File: config.mk
export PLATFORM = sky130hd
export DESIGN_NAME = rf_cmd_ctrl
export DESIGN_NICKNAME = d
export VERILOG_FILES = /design/src/rtl/rf_cmd_pkg.sv /design/src/rtl/rf_cmd_timer.sv /design/src/rtl/rf_cmd_ctrl.sv
export SDC_FILE = /design/constraint.sdc
export NUM_CORES = 1
export LEC_CHECK = 0
export ABC_AREA = 1
export CORE_MARGIN = 2
export CORE_UTILIZATION = 40
export DETAILED_ROUTE_END_ITERATION = 7
export PLACE_DENSITY_LB_ADDON = 0.12
export SLEW_MARGIN = 20
export SYNTH_ARGS = -nofsm -noshare
export SYNTH_HDL_FRONTEND = slang
export SYNTH_SLANG_ARGS = --single-unit
File: constraint.sdc
create_clock -name CLK -period 1.95 [get_ports CLK]
set_clock_uncertainty 0.05 [all_clocks]
set_input_delay 0.39 -clock CLK [delete_from_list [all_inputs] [get_ports CLK]]
set_output_delay 0.39 -clock CLK [all_outputs]
set_load 0.02 [all_outputs]
File: src/rtl/rf_cmd_pkg.sv
// Shared definitions for the register-file command front-end:
// FSM state encoding, default opcodes and error codes.
package rf_cmd_pkg;

    typedef enum logic [2:0] {
        ST_IDLE    = 3'd0,
        ST_WR_ADDR = 3'd1,
        ST_WR_DATA = 3'd2,
        ST_RD_ADDR = 3'd3,
        ST_RD_WAIT = 3'd4,
        ST_TX_HOLD = 3'd5
    } state_e;

    localparam logic [7:0] DEF_WR_CMD = 8'hAA;
    localparam logic [7:0] DEF_RD_CMD = 8'hBB;

    localparam logic [1:0] ERR_NONE    = 2'b00;
    localparam logic [1:0] ERR_OPCODE  = 2'b01;
    localparam logic [1:0] ERR_TIMEOUT = 2'b10;
    localparam logic [1:0] ERR_OVERRUN = 2'b11;

    // States in which the inter-byte / read-response watchdog runs.
    function automatic logic is_timed(input state_e s);
        return (s == ST_WR_ADDR) || (s == ST_WR_DATA) ||
               (s == ST_RD_ADDR) || (s == ST_RD_WAIT);
    endfunction

endpackage

File: src/rtl/rf_cmd_timer.sv
// Saturating cycle counter used as a watchdog. Clear has priority over
// enable; expired_o is high while the count sits at LIMIT.
module rf_cmd_timer
    import rf_cmd_pkg::*;
#(
    parameter int unsigned LIMIT = 1023
) (
    input  logic clk,
    input  logic srst,
    input  logic clr_i,
    input  logic en_i,
    output logic expired_o
);

    localparam int CW = (LIMIT < 1) ? 1 : $clog2(LIMIT + 1);
    localparam logic [CW-1:0] LIMIT_C = CW'(LIMIT);

    logic [CW-1:0] count_q;
    logic [CW-1:0] count_d;

    // Next count: clear, otherwise count up and stick at LIMIT.
    always_comb begin
        count_d = count_q;
        if (clr_i) begin
            count_d = '0;
        end else if (en_i && (count_q != LIMIT_C)) begin
            count_d = count_q + 1'b1;
        end
    end

    // Count register.
    always_ff @(posedge clk) begin
        if (srst) begin
            count_q <= '0;
        end else begin
            count_q <= count_d;
        end
    end

    assign expired_o = (count_q == LIMIT_C);

endmodule

File: src/rtl/rf_cmd_ctrl.sv
// Command front-end for the register file: parses UART byte frames
// (write: WR_CMD,addr,data / read: RD_CMD,addr) into single-cycle
// WrEn/RdEn accesses and returns read data as one TX byte.
module rf_cmd_ctrl
    import rf_cmd_pkg::*;
#(
    parameter int unsigned            REG_WIDTH      = 8,
    parameter int unsigned            ADDR_WIDTH     = 4,
    parameter logic [REG_WIDTH-1:0]   WR_CMD         = DEF_WR_CMD,
    parameter logic [REG_WIDTH-1:0]   RD_CMD         = DEF_RD_CMD,
    parameter int unsigned            TIMEOUT_CYCLES = 1023
) (
    input  logic                  CLK,
    input  logic                  RST,
    input  logic [REG_WIDTH-1:0]  RX_P_Data,
    input  logic                  RX_D_Valid,
    output logic                  WrEn,
    output logic                  RdEn,
    output logic [ADDR_WIDTH-1:0] Address,
    output logic [REG_WIDTH-1:0]  WrData,
    input  logic [REG_WIDTH-1:0]  RdData,
    input  logic                  RdData_Valid,
    output logic [REG_WIDTH-1:0]  TX_P_Data,
    output logic                  TX_D_Valid,
    input  logic                  TX_Busy,
    output logic                  Busy,
    output logic                  Err_Flag,
    output logic [1:0]            Err_Code
);

    state_e                  state_q,    state_d;
    logic [ADDR_WIDTH-1:0]   addr_lat_q, addr_lat_d;
    logic [REG_WIDTH-1:0]    hold_q,     hold_d;
    logic                    wr_en_q,    wr_en_d;
    logic                    rd_en_q,    rd_en_d;
    logic [ADDR_WIDTH-1:0]   address_q,  address_d;
    logic [REG_WIDTH-1:0]    wr_data_q,  wr_data_d;
    logic [REG_WIDTH-1:0]    tx_data_q,  tx_data_d;
    logic                    tx_valid_q, tx_valid_d;
    logic                    err_flag_q, err_flag_d;
    logic [1:0]              err_code_q, err_code_d;
    logic                    busy_q;

    logic                    timer_clr;
    logic                    timer_en;
    logic                    timer_expired;

    // The watchdog restarts on every state change and on any received
    // byte, so a byte arriving on the expiry cycle always wins.
    assign timer_en  = is_timed(state_q);
    assign timer_clr = !is_timed(state_q) || (state_d != state_q) || RX_D_Valid;

    rf_cmd_timer #(
        .LIMIT (TIMEOUT_CYCLES)
    ) u_timer (
        .clk       (CLK),
        .srst      (RST),
        .clr_i     (timer_clr),
        .en_i      (timer_en),
        .expired_o (timer_expired)
    );

    // Next-state and registered-output decode; strobes and the access
    // address/data default to zero so they are single-cycle pulses.
    always_comb begin
        state_d    = state_q;
        addr_lat_d = addr_lat_q;
        hold_d     = hold_q;
        wr_en_d    = 1'b0;
        rd_en_d    = 1'b0;
        address_d  = '0;
        wr_data_d  = '0;
        tx_data_d  = tx_data_q;
        tx_valid_d = 1'b0;
        err_flag_d = 1'b0;
        err_code_d = err_code_q;

        case (state_q)
            ST_IDLE: begin
                if (RX_D_Valid) begin
                    if (RX_P_Data == WR_CMD) begin
                        state_d = ST_WR_ADDR;
                    end else if (RX_P_Data == RD_CMD) begin
                        state_d = ST_RD_ADDR;
                    end else begin
                        err_flag_d = 1'b1;
                        err_code_d = ERR_OPCODE;
                    end
                end
            end

            ST_WR_ADDR: begin
                if (RX_D_Valid) begin
                    addr_lat_d = RX_P_Data[ADDR_WIDTH-1:0];
                    state_d    = ST_WR_DATA;
                end else if (timer_expired) begin
                    state_d    = ST_IDLE;
                    err_flag_d = 1'b1;
                    err_code_d = ERR_TIMEOUT;
                end
            end

            ST_WR_DATA: begin
                if (RX_D_Valid) begin
                    wr_en_d   = 1'b1;
                    address_d = addr_lat_q;
                    wr_data_d = RX_P_Data;
                    state_d   = ST_IDLE;
                end else if (timer_expired) begin
                    state_d    = ST_IDLE;
                    err_flag_d = 1'b1;
                    err_code_d = ERR_TIMEOUT;
                end
            end

            ST_RD_ADDR: begin
                if (RX_D_Valid) begin
                    rd_en_d   = 1'b1;
                    address_d = RX_P_Data[ADDR_WIDTH-1:0];
                    state_d   = ST_RD_WAIT;
                end else if (timer_expired) begin
                    state_d    = ST_IDLE;
                    err_flag_d = 1'b1;
                    err_code_d = ERR_TIMEOUT;
                end
            end

            ST_RD_WAIT: begin
                // A byte here is dropped as an overrun; read data still
                // completes the access if it lands in the same cycle.
                if (RX_D_Valid) begin
                    err_flag_d = 1'b1;
                    err_code_d = ERR_OVERRUN;
                end
                if (RdData_Valid) begin
                    hold_d  = RdData;
                    state_d = ST_TX_HOLD;
                end else if (timer_expired && !RX_D_Valid) begin
                    state_d    = ST_IDLE;
                    err_flag_d = 1'b1;
                    err_code_d = ERR_TIMEOUT;
                end
            end

            ST_TX_HOLD: begin
                if (RX_D_Valid) begin
                    err_flag_d = 1'b1;
                    err_code_d = ERR_OVERRUN;
                end
                if (!TX_Busy) begin
                    tx_valid_d = 1'b1;
                    tx_data_d  = hold_q;
                    state_d    = ST_IDLE;
                end
            end

            default: begin
                state_d = ST_IDLE;
            end
        endcase
    end

    // State, datapath and output registers with synchronous reset.
    always_ff @(posedge CLK) begin
        if (RST) begin
            state_q    <= ST_IDLE;
            addr_lat_q <= '0;
            hold_q     <= '0;
            wr_en_q    <= 1'b0;
            rd_en_q    <= 1'b0;
            address_q  <= '0;
            wr_data_q  <= '0;
            tx_data_q  <= '0;
            tx_valid_q <= 1'b0;
            err_flag_q <= 1'b0;
            err_code_q <= ERR_NONE;
            busy_q     <= 1'b0;
        end else begin
            state_q    <= state_d;
            addr_lat_q <= addr_lat_d;
            hold_q     <= hold_d;
            wr_en_q    <= wr_en_d;
            rd_en_q    <= rd_en_d;
            address_q  <= address_d;
            wr_data_q  <= wr_data_d;
            tx_data_q  <= tx_data_d;
            tx_valid_q <= tx_valid_d;
            err_flag_q <= err_flag_d;
            err_code_q <= err_code_d;
            busy_q     <= (state_d != ST_IDLE);
        end
    end

    assign WrEn       = wr_en_q;
    assign RdEn       = rd_en_q;
    assign Address    = address_q;
    assign WrData     = wr_data_q;
    assign TX_P_Data  = tx_data_q;
    assign TX_D_Valid = tx_valid_q;
    assign Busy       = busy_q;
    assign Err_Flag   = err_flag_q;
    assign Err_Code   = err_code_q;

endmodule

# --- After elaboration in Yosys (flattened, before gate mapping) ---
# Index checks and enable logic that the tools add are counted.
classes:
  reduce_logical: 22
  n_mux: 33
  bitwise: 5
  n_addsub: 1
  eq_ne: 15
op_table:
  columns: ["op", "n"]
  rows:
  - ["$mux W3", 10]
  - ["$pmux W3 S6", 1]
  - ["$eq A8 B8 Y1 const B", 2]
  - ["$mux W2", 8]
  - ["$add A10 B1 Y10 const B", 1]
  - ["$eq A10 B10 Y1 const B", 1]
  - ["$ne A10 B10 Y1 const B", 1]
  - ["$mux W1", 9]
  - ["$mux W4", 2]
  - ["$ne A2 B2 Y1 const B", 4]
  - ["$pmux W2 S4", 1]
  - ["$pmux W4 S2", 1]
  - ["$reduce_or A2 Y1", 4]
  - ["$eq A3 B2 Y1 const B", 2]
  - ["$eq A3 B3 Y1 const B", 2]
  - ["$reduce_and A2 Y1", 3]
  - ["$reduce_and A6 Y1", 1]
  - ["$reduce_or A3 Y1", 2]
  - ["$logic_or A1 B1 Y1", 5]
  - ["$not A1 Y1", 5]
  - ["$pmux W1 S4", 1]
  - ["$reduce_bool A4 Y1", 1]
  - ["$eq A3 B1 Y1 const B", 1]
  - ["$logic_not A3 Y1", 1]
  - ["5 further kinds", 7]
word_totals:
  reg_bits: 52
  wordCells: 89

# --- Longest topological paths before layout ---
logic_depth:
  ltp_word: 9
  mapped_depth: 11
  ltp_nobuf: 11

# --- Modules after synthesis ---
# From an unflattened synthesis, not the netlist that was laid out.
unflattened:
  hier_cells: 303
  area_unflattened_um2: 2217.1
modules_own_cells:
  columns: ["mod", "area_per_inst_um2", "instances", "cells_per_inst", "seq_area_each_um2"]
  rows:
  - ["rf_cmd_ctrl", 1639.1, 1, 215, 840.8]
  - ["rf_cmd_timer", 578.1, 1, 88, 200.2]

# --- Least setup slack after synthesis ---
# OpenSTA, ideal clock, no wires.
synth_path:
  kind: "flip-flop to flip-flop"
  startpoint: "register u_timer.count_q[0]"
  endpoint: "register u_timer.count_q[8]"
  path_slack_ns: 0.372
  path_buffers: 1
  synth_period_minus_slack_ns: 1.578
  t_arrival_ns: 1.455
  setup_ns: 0.073
  stages_incl_launch_ff: 11
  cell_sequence: "dfxtp_1 -> ha_1 -> nand2_1 -> nor2_4 -> nand2_4 -> nand2_4 -> inv_4 -> buf_12 -> o21ai_1 -> inv_1 -> nor3_2"
synth_via:
  elab_chain_len: 9
  word_cells_on_any_way: 16
  classes_between: "add/sub: 1; eq/ne: 3; mux: 7; reduce/logical: 5"
synth_rtl:
  columns: ["element", "line_no", "text"]
  rows:
  - ["start: declaration", "rf_cmd_timer.sv:18", "logic [CW-1:0] count_q;"]
  - ["start signal: assignment", "rf_cmd_timer.sv:36", "count_q <= count_d;"]
  - ["$eq A10 B10 Y1", "rf_cmd_timer.sv:40", "assign expired_o = (count_q == LIMIT_C);"]
  - ["$logic_and A1 B1 Y1", "rf_cmd_ctrl.sv:138", "end else if (timer_expired && !RX_D_Valid) begin"]
  - ["$mux W3", "rf_cmd_ctrl.sv:138", null]
  - ["$mux W3", "rf_cmd_ctrl.sv:135", "if (RdData_Valid) begin"]
  - ["$pmux W3 S6", "rf_cmd_ctrl.sv:78", "case (state_q)"]
  - ["$ne A3 B3 Y1", "rf_cmd_ctrl.sv:51", "assign timer_clr = !is_timed(state_q) || (state_d != state_q) || RX_D_Valid;"]
  - ["$logic_or A1 B1 Y1 (2 in series)", "rf_cmd_ctrl.sv:51", null]
  - ["$reduce_or A2 Y1 (no source line)", null, null]
# Several ways; a longest one is shown, not always the timed one.
# A chain may end at the register's enable or synchronous reset.

# --- Worst setup path after layout ---
layout_path:
  startpoint: "register u_timer.count_q[0]"
  endpoint: "register u_timer.count_q[0]"
# The elaborated chain is that of the path after synthesis.

==> key figures <==
Timing
  • Final setup viols: 0
  • Crit path time final: 1.762 ns
  • Final setup margin: 0.1883 ns
  • Slew @ Worst Pin: 0.4031 ns
  • Fin Hold WS: 0.4168 ns
  • Max Slew Vio Count: 0
  • Slew Limit Headroom: 72.92%
  • TNS Setup: 0 ns
  • RSZ-0062 raised after global routing: no
  • Fmax achieved: 0.5676 GHz
  • Final Hold Viols: 0
  • Period Utilization, post-route: 90.34%

Place
  • Placed instance count: 449
  • Worst slack at placement: 0.01109 ns
  • DP Wirelength: 4.001 mm
  • Routability cong.: 0.8955
  • # port buffers: 47

Critical path
  • CP Capture Type: register
  • CP Class: reg -> reg
  • CP Launch Type: register
  • Worst Path Arrival: 1.94 ns
  • Crit path max fanout: 10
  • CP Data Required Time: 2.13 ns

Final layout
  • Synth-to-Final Area Change: 28.18%
  • Final-layout fill cell count: 578
  • Area of the multi-input gates: 0.001149 sq mm
  • # diodes: 0
  • Share of cells above drive strength 1: 16.27%
  • Final #Nets: 403
  • Register area: 0.001042 sq mm
  • Non-Filler Instances: 456

Routing
  • Drt total wl: 5.247 mm
  • Via density: 4.787
  • Initial DRT Pass Iterations: 4
  • WL/cell: 11.51 microns
  • # DRC: 0
  • Vias after detailed routing: 2183
  • ANT nets after route: 0
  • Initial DRC count: 114

Die
  • Rows: 28
  • Die area: 0.006711 sq mm
  • Starting density of the core: 41.26%
  • Core Region: 0.005886 sq mm
  • Overall die height: 81.92 microns
  • # IOs: 48
  • Die width: 81.92 microns

Global routing
  • Largest net degree at the start of global routing: 16
  • GRT Total Usage: 16.86%
  • Vias in the first global route: 2081
  • Initial antenna violation count: 0
  • Grt ovf: 0
  • First-pass GRT wire length: 8.804 mm

Power and ir drop
  • Maximum VDD drop: 0.2889 mV
  • Gate power share: 6.4%
  • Switching power: 383.0 uW
  • Switch share: 21.88%
  • Sequential Power Share: 60.9%
  • Leakage: 0.001289 uW
  • Internal power: 1367 uW
  • PwrDens: 562.3 mW/mm^2
  • Clk network pwr share: 32.7%

Yosys
  • Syn avg cell area: 7.519 sq um
  • Synth top area share: 42.86%
  • Mapped Cells: 323
  • Post-synth top flop: dfxtp_1
  • Cell taking the most area after synthesis: dfxtp_1
  • Ys Warns: 0
  • Mapped Area: 0.002429 sq mm
  • Post-synth ARST share: 0%
  • Yosys cell types: 31
  • Synth area leaders: dfxtp_1, nand2_1, inv_1, nor2_1, nand3_1
  • EDFF count, synth: 0
  • Register area share after synthesis: 42.86%
  • Yosys reg bits: 52
  • Syn Nets: 345
  • Cell with the most instances after synthesis: nand2_1
  • Top post-synthesis cells by count: nand2_1, dfxtp_1, inv_1, nor2_1, nand3_1

Job
  • Max cap viols: 0

CTS
  • Later-pin clock latency in the skew report: 0.30 ns
  • Clk pin slew, worst setup/hold paths: 0.08 ns
  • Cts bufs inserted: 5
  • Max clock buf depth: 2
  • CTS tree: yes
  • Root Buffer: clkbuf_8
  • # clock sinks: 52
  • CTS H-tree depth: 2
  • # hold bufs at CTS: 0

Status
  • Outcome: completed

Worst hold path
  • Worst min path class: reg -> reg
area by class of cell:
type | instances | share of cell area [%]
multi-input combinational | 214 | 36.90
sequential | 52 | 33.48
clock inverter | 2 | 0.4019
inverter | 49 | 5.989
tap | 75 | 3.014
timing repair buffer | 59 | 18.01
clock buffer | 5 | 2.211
repair_timing:
| action | CTS | global route |
|---|---|---|
| endpoints found under the setup margin | 0 | 10 |
| resized for setup | 0 | 2 |
| buffers inserted | 0 | 0 |
sequential cells by signal, indices dropped and copies added (netlist names):
register / cells
TX_P_Data: 8
TX_D_Valid: 1
Busy: 1
Err_Flag: 1
state_q: 3
hold_q: 8
WrData: 8
u_timer.count_q: 10
addr_lat_q: 4
Address: 4
Err_Code: 2
RdEn: 1
WrEn: 1
layer usage:
metal  routed length [microns]  GRT usage (%)
met1                      2445          20.60
met4                       106          6.500
met3                       290          3.846
met5                         0              0
met2                      2404          28.70
cell families (layout without fill, tap and decap cells):
| group | after synthesis | in the layout | synth area share, % |
|---|---|---|---|
| AOI/OAI and AO/OA | 44 | 44 | 10.30 |
| xor gates and xnor gates | 5 | 5 | 1.803 |
| adders and majority gates | 1 | 1 | 0.5151 |
| buffers and inverters | 57 | 115 | 9.943 |
| DFF | 52 | 52 | 42.86 |
| and+or+nand+nor | 164 | 164 | 34.57 |
metrics by stage:
| stage | power (uW) | util (%) | instance area [sq um] |
|---|---|---|---|
| 2_1_floorplan | 1131 | - | 2429 |
| 3_3_place_gp | 1203 | 51.45 | 3028 |
| 3_5_place_dp | 1203 | 51.45 | 3028 |
| 4_1_cts | 1771 | 52.83 | 3109 |
| 5_1_grt | 1823 | 52.89 | 3113 |
| 6_report | 1750 | 52.89 | 3113 |
layout by cell type (no fill, tap or decap), types with 2 or more instances in the layout:
| cell type | count |
|---|---|
| nor2_2 | 4 |
| nand2_1 | 56 |
| nor3_1 | 7 |
| inv_2 | 5 |
| nand2_2 | 6 |
| o21ai_0 | 15 |
| o21ai_2 | 2 |
| clkbuf_8 | 5 |
| inv_1 | 42 |
| nand3_1 | 20 |
| buf_4 | 12 |
| nor3_2 | 10 |
| nand2_4 | 7 |
| nor2_1 | 42 |
| dfxtp_1 | 51 |
| a21oi_1 | 16 |
| clkdlybuf4s50_1 | 47 |
| nand4_1 | 7 |
| xor2_1 | 5 |
| a31oi_1 | 2 |
| o21ai_1 | 2 |
| a22oi_1 | 3 |
| nor2_4 | 4 |
| a21oi_2 | 2 |
power by group through the flow:
stage | clock, uW | sequential, uW | combinational [uW]
2_1_floorplan | 0 | 1090 | 37.0
3_3_place_gp | 0 | 1090 | 112
3_5_place_dp | 0 | 1090 | 111
4_1_cts | 593 | 1070 | 112
5_1_grt | 635 | 1070 | 122
6_report | 573 | 1070 | 112
critical path, cell delays in order, from the launching register on:
cell     delay [ns]
dfxtp_2        0.39
ha_2           0.21
nand2_1        0.10
nor2_4         0.16
nand2_4        0.10
a21oi_2        0.17
nand3_1        0.12
nand2_2        0.10
nand2_4        0.12
nor3_2         0.17
worst paths after layout:
check                           from  slack (ns)            endpoint  depth (start not counted)
hold / removal             hold_q[4]        0.42           hold_q[4]                          2
setup / recovery  u_timer.count_q[0]        0.19  u_timer.count_q[0]                          9
hold reg to reg            hold_q[4]        0.42           hold_q[4]                          2
setup reg to reg  u_timer.count_q[0]        0.19  u_timer.count_q[0]                          9
Note: power is estimated with default switching activity, not from simulation.
